`config.mk`:
```
export PLATFORM = sky130hd
export DESIGN_NAME = mem_initiator_flat
export DESIGN_NICKNAME = d
export VERILOG_FILES = /design/src/rtl/mem_initiator_if.sv /design/src/rtl/mem_initiator.sv /design/src/flat_wrapper.sv
export SDC_FILE = /design/constraint.sdc
export NUM_CORES = 1
export LEC_CHECK = 0
export BUFFER_PORTS_ARGS = -buffer_cell sky130_fd_sc_hd__clkbuf_2
export CORE_ASPECT_RATIO = 1.4
export CORE_MARGIN = 5
export CORE_UTILIZATION = 48
export DETAILED_ROUTE_END_ITERATION = 12
export PLACE_DENSITY = 0.8
export SLEW_MARGIN = 40
export SYNTH_ARGS = -nofsm -noshare
export SYNTH_HDL_FRONTEND = slang
export SYNTH_SLANG_ARGS = --single-unit
```
`constraint.sdc`:
```
create_clock -name clk -period 2 [get_ports clk]
set_input_delay 0.3 -clock clk [delete_from_list [all_inputs] [get_ports clk]]
set_output_delay 0.3 -clock clk [all_outputs]
set_load 0.02 [all_outputs]
```
`src/rtl/mem_initiator_if.sv`:
```
// Signal bundle between the CPU datapath, the LC-3 memory initiator and the memory block.
// The master modport is the initiator's view; slave is the view of whoever drives requests and responses.
interface mem_initiator_if;
    logic        req;
    logic        we;
    logic [15:0] addr;
    logic [15:0] wdata;
    logic        ready;
    logic        done;
    logic        err;
    logic [15:0] rdata;
    logic        MEM_EN;
    logic        R_W;
    logic [15:0] a;
    logic [15:0] d_in;
    logic [15:0] d_out;
    logic        R;

    modport master (
        input  req, we, addr, wdata, d_out, R,
        output ready, done, err, rdata, MEM_EN, R_W, a, d_in
    );

    modport slave (
        output req, we, addr, wdata, d_out, R,
        input  ready, done, err, rdata, MEM_EN, R_W, a, d_in
    );
endinterface

```
`src/rtl/mem_initiator.sv`:
```
// LC-3 memory bus initiator: one load/store at a time, one-cycle MEM_EN strobe,
// response timeout and optional write-echo check. All outputs are registered.
module mem_initiator #(
    parameter int TIMEOUT  = 15,
    parameter bit WR_CHECK = 1'b1
) (
    input  logic            clk,
    input  logic            rst_n,
    mem_initiator_if.master bus
);
    localparam logic [7:0] TIMEOUT_W = 8'(TIMEOUT);

    typedef enum logic [1:0] {IDLE, ACCESS, WAIT} state_t;

    state_t      r_state, w_state_next;
    logic        r_ready, w_ready;
    logic        r_done, w_done;
    logic        r_err, w_err;
    logic        r_mem_en, w_mem_en;
    logic        r_r_w, w_r_w;
    logic [15:0] r_a, w_a;
    logic [15:0] r_d_in, w_d_in;
    logic [15:0] r_rdata, w_rdata;
    logic [7:0]  r_cnt, w_cnt;

    always_ff @(posedge clk or negedge rst_n) begin
        if (!rst_n) begin
            r_state  <= IDLE;
            r_ready  <= 1'b1;
            r_done   <= 1'b0;
            r_err    <= 1'b0;
            r_mem_en <= 1'b0;
            r_r_w    <= 1'b0;
            r_a      <= 16'h0000;
            r_d_in   <= 16'h0000;
            r_rdata  <= 16'h0000;
            r_cnt    <= 8'h00;
        end else begin
            r_state  <= w_state_next;
            r_ready  <= w_ready;
            r_done   <= w_done;
            r_err    <= w_err;
            r_mem_en <= w_mem_en;
            r_r_w    <= w_r_w;
            r_a      <= w_a;
            r_d_in   <= w_d_in;
            r_rdata  <= w_rdata;
            r_cnt    <= w_cnt;
        end
    end

    always_comb begin
        w_state_next = r_state;
        w_ready      = r_ready;
        w_done       = 1'b0;
        w_err        = 1'b0;
        w_mem_en     = 1'b0;
        w_r_w        = r_r_w;
        w_a          = r_a;
        w_d_in       = r_d_in;
        w_rdata      = r_rdata;
        w_cnt        = r_cnt;

        case (r_state)
            IDLE: begin
                // R arriving here is stale or spurious and is deliberately not looked at.
                w_ready = 1'b1;
                if (bus.req) begin
                    w_r_w        = bus.we;
                    w_a          = bus.addr;
                    w_d_in       = bus.wdata;
                    w_mem_en     = 1'b1;
                    w_ready      = 1'b0;
                    w_state_next = ACCESS;
                end
            end
            ACCESS: begin
                w_cnt        = 8'h00;
                w_state_next = WAIT;
            end
            WAIT: begin
                // A response on the final timeout edge still counts as a success.
                if (bus.R) begin
                    if (!r_r_w) begin
                        w_rdata = bus.d_out;
                    end else if (WR_CHECK && (bus.d_out != r_d_in)) begin
                        w_err = 1'b1;
                    end
                    w_done       = 1'b1;
                    w_ready      = 1'b1;
                    w_state_next = IDLE;
                end else if (r_cnt >= TIMEOUT_W) begin
                    w_done       = 1'b1;
                    w_err        = 1'b1;
                    w_ready      = 1'b1;
                    w_state_next = IDLE;
                end else if (r_cnt != 8'hFF) begin
                    w_cnt = r_cnt + 8'h01;
                end
            end
            default: begin
                w_ready      = 1'b1;
                w_state_next = IDLE;
            end
        endcase
    end

    assign bus.ready  = r_ready;
    assign bus.done   = r_done;
    assign bus.err    = r_err;
    assign bus.rdata  = r_rdata;
    assign bus.MEM_EN = r_mem_en;
    assign bus.R_W    = r_r_w;
    assign bus.a      = r_a;
    assign bus.d_in   = r_d_in;
endmodule

```
`src/flat_wrapper.sv`:
```
// flat-port wrapper written by rule: the top's interface ports become plain ports
module mem_initiator_flat 
#(
    parameter int TIMEOUT  = 15,
    parameter bit WR_CHECK = 1'b1
)
  (clk, rst_n, bus_req, bus_we, bus_addr, bus_wdata, bus_d_out, bus_R, bus_ready, bus_done, bus_err, bus_rdata, bus_MEM_EN, bus_R_W, bus_a, bus_d_in);
  mem_initiator_if bus_i ();
  input  logic clk;
  input  logic rst_n;
  input wire logic [$bits(bus_i.req)-1:0] bus_req;
  input wire logic [$bits(bus_i.we)-1:0] bus_we;
  input wire logic [$bits(bus_i.addr)-1:0] bus_addr;
  input wire logic [$bits(bus_i.wdata)-1:0] bus_wdata;
  input wire logic [$bits(bus_i.d_out)-1:0] bus_d_out;
  input wire logic [$bits(bus_i.R)-1:0] bus_R;
  output wire logic [$bits(bus_i.ready)-1:0] bus_ready;
  output wire logic [$bits(bus_i.done)-1:0] bus_done;
  output wire logic [$bits(bus_i.err)-1:0] bus_err;
  output wire logic [$bits(bus_i.rdata)-1:0] bus_rdata;
  output wire logic [$bits(bus_i.MEM_EN)-1:0] bus_MEM_EN;
  output wire logic [$bits(bus_i.R_W)-1:0] bus_R_W;
  output wire logic [$bits(bus_i.a)-1:0] bus_a;
  output wire logic [$bits(bus_i.d_in)-1:0] bus_d_in;
  assign bus_i.req = bus_req;
  assign bus_i.we = bus_we;
  assign bus_i.addr = bus_addr;
  assign bus_i.wdata = bus_wdata;
  assign bus_i.d_out = bus_d_out;
  assign bus_i.R = bus_R;
  assign bus_ready = bus_i.ready;
  assign bus_done = bus_i.done;
  assign bus_err = bus_i.err;
  assign bus_rdata = bus_i.rdata;
  assign bus_MEM_EN = bus_i.MEM_EN;
  assign bus_R_W = bus_i.R_W;
  assign bus_a = bus_i.a;
  assign bus_d_in = bus_i.d_in;
  mem_initiator #(.TIMEOUT(TIMEOUT), .WR_CHECK(WR_CHECK)) u_core (.clk(clk), .rst_n(rst_n), .bus(bus_i));
endmodule
```
# After elaboration in Yosys (flattened, before gate mapping)
# Index checks and enable logic that the tools add are counted.
dict set report op_classes {
  n_addsub 1
  magnitude_cmp 1
  n_eq_ne 9
  mux 21
  bitwise 2
  n_reduce_logical 7
}
# op n
set ops {}
lappend ops {{8-bit 2-to-1 mux} 3}
lappend ops {{16-bit != test} 1}
lappend ops {{8-bit one-hot mux with 2 select lines} 1}
lappend ops {{1-bit 2-to-1 mux} 12}
lappend ops {{8-bit by 1-bit adder with 8-bit output, second input constant} 1}
lappend ops {{8-bit by 4-bit greater-or-equal comparator with 1-bit output, second input constant} 1}
lappend ops {{8-bit != test, second input constant} 1}
lappend ops {{2-bit 2-to-1 mux} 3}
lappend ops {{2-bit != test, second input constant} 3}
lappend ops {{2-bit one-hot mux with 3 select lines} 1}
lappend ops {{2-bit AND reduction} 3}
lappend ops {{4-bit AND reduction} 1}
lappend ops {{3-bit by 2-bit != test with 1-bit output, second input constant} 1}
lappend ops {{1-bit one-hot mux with 3 select lines} 1}
lappend ops {{3-bit AND reduction} 1}
lappend ops {{2-bit by 1-bit == test with 1-bit output, second input constant} 1}
lappend ops {{2-bit == test, second input constant} 1}
lappend ops {{2-bit zero test} 1}
lappend ops {{2-bit by 1-bit != test with 1-bit output, second input constant} 1}
lappend ops {{1-bit inverter} 2}
lappend ops {{2-bit nonzero test} 1}
dict set report word_totals {
  reg_bits 63
  in_bits 53
}

# Longest topological paths before layout
# Gate-level depths: netlist (run 1).
dict set report depth {
  word_depth 5
  depth_mapped 5
  mapped_depth_nobuf 5
}

# Least setup slack after synthesis (run 1)
# OpenSTA, ideal clock, no wires.
dict set report synth_path {
  path_kind {reg-to-reg}
  startpoint {reg u_core.r_state[0]}
  endpoint {reg u_core.r_rdata[10], in the netlist u_core.bus.rdata[10]}
  setup_ns 0.125
  t_arrival_ns 1.499
  required_ns 1.875
  path_slack_ns 0.377
  path_stages_with_launch 6
  synth_period_minus_slack_ns 1.623
  path_cell_list {dfrtp_1 -> inv_1 -> nand2_4 -> nor3b_4 -> buf_4 -> mux2_2}
}
dict set report synth_between {
  elab_chain_cells 2
}
# element line_no
set synth_rtl {}
lappend synth_rtl {{start, declared} mem_initiator.sv:15} ;# state_t r_state, w_state_next;
lappend synth_rtl {{start signal, assigned} mem_initiator.sv:39} ;# r_state <= w_state_next;
lappend synth_rtl {{2-bit == test} mem_initiator.sv:64} ;# case (r_state)
lappend synth_rtl {{3-bit AND reduction (no line)} -}
lappend synth_rtl {{end signal, assigned} mem_initiator.sv:47} ;# r_rdata <= w_rdata;
lappend synth_rtl {{end, declared} mem_initiator.sv:23} ;# logic [15:0] r_rdata, w_rdata;
# No other way between the ends.
# A chain may end at the register's enable or synchronous reset.

# Worst setup path after layout (run 1)
dict set report layout_path {
  startpoint {reg u_core.r_cnt[4]}
  endpoint {reg u_core.r_cnt[1]}
}
dict set report layout_between {
  elab_chain_cells 3
}
# element line_no
set layout_rtl {}
lappend layout_rtl {{start, declared} mem_initiator.sv:24} ;# logic [7:0] r_cnt, w_cnt;
lappend layout_rtl {{start signal, assigned} mem_initiator.sv:48} ;# r_cnt <= w_cnt;
lappend layout_rtl {{8-bit by 4-bit greater-or-equal comparator with 1-bit output / 8-bit != test (equally long branches)} {mem_initiator.sv:92, mem_initiator.sv:97}}
lappend layout_rtl {{2-bit != test (no line) / 2-bit by 1-bit != test with 1-bit output (equally long branches)} -}
lappend layout_rtl {{4-bit AND reduction (no line) (*)} -}
# Mark *: on every way between the ends. The rest lies on a longest branch, timed or not.

==> impl_metrics.yaml, run 1 <==
die:
  die-area_um2: 7020
  initial_core_util_pct: 49.7
  die_x_um: 72.2
  die_y_um: 97.1
  rows: 31
  design.core.area_um2: 5240
  ios: 106
sta:
  setup_viol: 0
  finalCriticalPeriod_ns: 1.67
  worstMarginPinSlew_ns: 0.339
  setup_tns_ns: 0
  drv_slew: 0
  fin_skew_ns: 0.00870
  max_slew_margin_pct: 77.4
  fin_crit_sh_pct: 83.6
  max_clock_freq_mhz: 598
  rsz0062_at_grt: "false"
  hold_violations: 0
worst_setup_path:
  reg2reg_from: "u_core.r_cnt[4]"
  critical_path_class: "flop to flop"
  rr_endpoint: "u_core.r_cnt[1]"
  r2r_cells: 4
  cp_max_fo: 5
  cp.arrival_ns: 1.88
  regToRegSetupSlack_ns: 0.33
  crit_path_end_kind: "flop"
  crit_path_start_kind: "flop"
  critPathRequiredTime_ns: 2.20
hold_path:
  holdPathEnd: "u_core.bus.d_in[11]"
  holdPathStages: 2
  hold_class: "primary input to flop"
  hold_start: "bus_wdata[11]"
placed_design:
  dpl-instance-area_um2: 3230
  io_buffers: 105
  routabilityCongestion: 0.871
  place_hpwl_um: 4350
final_layout:
  multiInputGateArea_um2: 982
  fin_area_um2: 3440
  regArea_um2: 1580
  final_layout_size_suffix_gt1_share_pct: 61.2
  area_growth_pct: 32.1
  fill_cells: 424
  diodes: 0
  utilization_pct: 65.7
  nets: 345
synth:
  synth_warnings: 0
  seq_area_frac_synth_pct: 60.6
  synth_cell_types: 29
  syn_area_um2: 2600
  syn_area_per_cell_um2: 15.0
  synth_fp_nets: 228
  async_reset_ff_share_pct: 100
  synth_top_area_cell: "dfrtp_1"
  synth_top_area_share_pct: 59.6
  synth_edf_count: 0
  ys_seq_elements: 63
  synthTopCellsByCount: "dfrtp_1, mux2_2, xnor2_1"
  synth-main-ff-cell: "dfrtp_1"
  synth_area_leaders: "dfrtp_1, mux2_2, xnor2_1"
  yosysMostFrequentCell: "dfrtp_1"
  synthCells: 174
clocking:
  clock-root-buffer: "clkbuf_8"
  clk_latency_ns: 0.32
  htree_levels: 3
  post_cts_resized: 0
  clk_pin_slew_ns: 0.07
  clk_path_buf_depth: 2
  cts_tree: "done"
  hold_buffers: 1
  numCtsBuffers: 9
  cts_setup_buffers: 0
  cts_sinks: 63
power:
  powerDensity_nw_per_um2: 1680
  p_leak_nw: 1.67
  total_power_mw: 5.79
  vdd_drop_max_v: 0.000841
route:
  drt-total-wl_um: 5630
  wl_per_cell_um: 15.6
  drc: 0
  drtIter0Drc: 62
  ant_nets: 0
  viasPerCell: 5.08
  first_pass_iters: 4
  num_vias: 1828
grt:
  grt_pass1_vias: 1934
  grt_usage_pct: 16.7
  overflow: 0
  antenna_found_initial: 0
  grt_max_degree: 64
  grt_pass1_wl_um: 9140
run:
  cap_viol_max_count: 0
status:
  status: "finished, final reports clean"
-- layout make-up --
class                   count  share of cell area, %
flip-flops and latches     63                   45.9
multi-input cells         102                   28.6
repair buffers            110                   16.8
clock buffers               9                   3.60
well taps                  66                   2.40
clock inverters             5                   2.18
inverters                   5                  0.546
-- power breakdown --
part | leakage, nW | internal, mW | total (mW) | switching, mW
Sequential | 0.765 | 1.84 | 2.25 | 0.409
Clock | 0.105 | 0.681 | 1.13 | 0.449
Combinational | 0.800 | 1.07 | 2.41 | 1.34
-- registers in the layout, indices dropped and copies added, names as in the netlist --
signal	cells
u_core.r_cnt	8
u_core.bus.MEM_EN	1
u_core.bus.a	16
u_core.bus.done	1
u_core.bus.d_in	16
u_core.bus.rdata	16
u_core.bus.R_W	1
u_core.bus.err	1
u_core.bus.ready	1
u_core.r_state	2
-- metal layers --
layer | wire length (um) | up-vias | part of all wire [%] | track usage [%]
li1 | - | 843 | - | -
met1 | 2150 | 897 | 38 | 20.1
met2 | 2980 | 84 | 53 | 27.3
met3 | 419 | 4 | 7.4 | 3.52
met4 | 76 | 0 | 1.4 | 9.12
met5 | 0 | - | 0 | 0
-- worst max-delay path by stage --
stage | from | endpoint | depth (start not counted)
detailed placement | u_core.r_cnt[4] | u_core.r_cnt[1] | 4
global route | u_core.r_cnt[4] | u_core.r_cnt[0] | 4
CTS | u_core.r_cnt[4] | u_core.r_cnt[1] | 4
finish | u_core.r_cnt[4] | u_core.r_cnt[1] | 4
floorplan | u_core.r_state[0] | u_core.bus.rdata[10] | 5
global placement | u_core.r_cnt[4] | u_core.r_cnt[0] | 4
-- worst max-delay path, cell delays in order, from the launching register on --
cell	delay, ns
dfrtp_1	0.40
nor4_4	0.35
o211ai_1	0.20
o21ai_2	0.26
mux2_2	0.36
-- metrics by stage --
stage | hold WS, ns | setup WS, ns | instances
3_5_place_dp | 0.340 | 0.324 | 345
3_3_place_gp | 0.338 | 0.393 | 345
2_1_floorplan | 0.00441 | 0.377 | 174
6_report | 0.207 | 0.327 | 360
5_1_grt | 0.193 | 0.212 | 360
4_1_cts | 0.191 | 0.316 | 360
-- cells in the final DEF (no fill, tap or decap), types with 2 or more instances in the layout --
cell type  instances
xnor2_1           16
and2_1             3
dfrtp_1           62
inv_1              5
clkbuf_2         105
bufinv_16          2
nor3b_4            2
nor2_1             2
and3_1             2
buf_4              3
a21oi_1            3
mux2_2            51
nand2_1            2
clkinv_2           3
clkbuf_8           9
nor4_1             2
nor3_1             2
nand4_1            4
-- cell families (layout without fill, tap and decap cells) --
group	count (synthesis)	after routing	synth area share, %
flip-flops	63	63	60.6
multiplexers	51	51	22.1
AND/OR/NAND/NOR	25	25	7.12
XOR/XNOR	16	16	5.38
AO/OA/AOI/OAI	9	9	2.45
buffers and inverters	9	129	1.88
adder cells (fa/ha/maj)	1	1	0.481
Power figures use the tool's default switching activity.
==> run 2, diff against run 1 <==
clock period = 1.7 ns   (was 2 ns; I/O delays follow)
==> run 2 against run 1 <==
Net effect: worst hold slack got worse by 0.055 ns; sequential power rose by 18%; die area unchanged; combinational power up 21%.
==> impl_metrics.yaml, run 2 (same netlist as run 1, synthesis figures left out) <==
status:
  status: "finished, final reports clean"
route:
  drtIter0Drc: 101
  drt-total-wl_um: 5750
  first_pass_iters: 5
  num_vias: 1869
  drc: 0
  wl_per_cell_um: 15.7
  viasPerCell: 5.12
  ant_nets: 0
final_layout:
  final_cell_mix: "clkbuf_2, dfrtp_1, mux2_2"
  final_common_cell: "clkbuf_2"
  diodes: 0
  nets: 348
  final_layout_size_suffix_gt1_share_pct: 61.9
  fill_cells: 409
  final_cells: 365
  utilization_pct: 67.5
  area_growth_pct: 35.7
worst_setup_path:
  critical_path_class: "flop to flop"
  r2r_cells: 4
  cp_max_fo: 4
  reg2reg_from: "u_core.r_cnt[7]"
  crit_path_start_kind: "flop"
  critPathRequiredTime_ns: 1.91
  cp.arrival_ns: 1.79
  crit_start: "u_core.r_cnt[7]"
  crit_path_end_kind: "flop"
clocking:
  cts_tree: "done"
  clock-root-buffer: "clkbuf_8"
  cts_sinks: 63
  clk_path_buf_depth: 2
  clk_latency_ns: 0.33
  numCtsBuffers: 9
  post_cts_resized: 0
  clk_pin_slew_ns: 0.07
  htree_levels: 3
hold_path:
  holdPathStages: 2
  hold_start: "bus_addr[7]"
  hold_class: "primary input to flop"
die:
  design.core.area_um2: 5240
  die-area_um2: 7020
  die_y_um: 97.1
  ios: 106
  rows: 31
  die_x_um: 72.2
  initial_core_util_pct: 49.7
placed_design:
  place_hpwl_um: 4360
  detailedPlace.worstSlack_ns: 0.0613
  io_buffers: 105
  routabilityCongestion: 0.863
  placed_cells: 347
sta:
  worstMarginPinSlew_ns: 0.449
  finalCriticalPeriod_ns: 1.58
  fin_crit_sh_pct: 92.7
  worst_slack_ns: 0.124
  setup_tns_ns: 0
  max_slew_margin_pct: 70.1
  rsz0062_at_grt: "false"
  drv_slew: 0
  max_clock_freq_mhz: 635
  fin_skew_ns: 0.00882
  hold_violations: 0
  setup_viol: 0
power:
  total_power_mw: 7.11
  vdd_drop_max_v: 0.000942
  p_leak_nw: 1.71
  powerDensity_nw_per_um2: 2010
grt:
  grt_usage_pct: 17.7
  grt_max_degree: 49
  overflow: 0
  grt_pass1_wl_um: 9580
  grt_pass1_vias: 2017
  antenna_found_initial: 0
run:
  cap_viol_max_count: 0
[run 2: worst paths after layout]
path                                    end  slack (ns)
setup / recovery            u_core.r_cnt[0]        0.12
hold / removal              u_core.bus.a[7]        0.15
setup reg to reg            u_core.r_cnt[0]        0.12
hold reg to reg            u_core.bus.ready        0.47
max in group asynchronous  u_core.bus.ready        0.65
min in group asynchronous    u_core.bus.R_W        0.40
[run 2: power by group]
part | switching (mW) | internal, mW
clock | 0.546 | 1.01
sequential | 0.475 | 2.17
combinational | 1.59 | 1.32
total | 2.61 | 4.50
[run 2: layer usage]
layer / up-vias / share of wire (%) / GRT usage [%]
li1: 858 / - / -
met1: 910 / 38 / 20.7
met2: 86 / 52 / 28.9
met3: 15 / 7.3 / 3.31
met4: 0 / 3.3 / 11.6
met5: - / 0 / 0
[run 2: cell type report]
class	count	area [um^2]	share of cell area, %
Sequential cell	63	1580	44.7
Timing Repair Buffer	113	626	17.7
Inverter	5	18.8	0.531
Clock inverter	6	108	3.05
Clock buffer	10	138	3.90
Multi-Input combinational cell	102	982	27.8
Tap cell	66	82.6	2.34
[run 2: what timing repair did]
action	in CTS	in global routing
hold endpoints to repair	15	0
buffers inserted	0	1
setup endpoints to repair	0	2
hold buffers	1	0
[run 2: critical path: stages (launching register included)]
cell      delay [ns]
dfrtp_1         0.41
nor4_4          0.29
o211ai_1        0.18
o21ai_2         0.22
mux2_2          0.36
[run 2: metrics by stage]
step                hold slack, ns  cell area (um^2)
global route                 0.142              3530
detailed placement           0.211              3270
global placement             0.210              3270
floorplan                  -0.0406              2600
finish                       0.152              3530
CTS                          0.135              3520
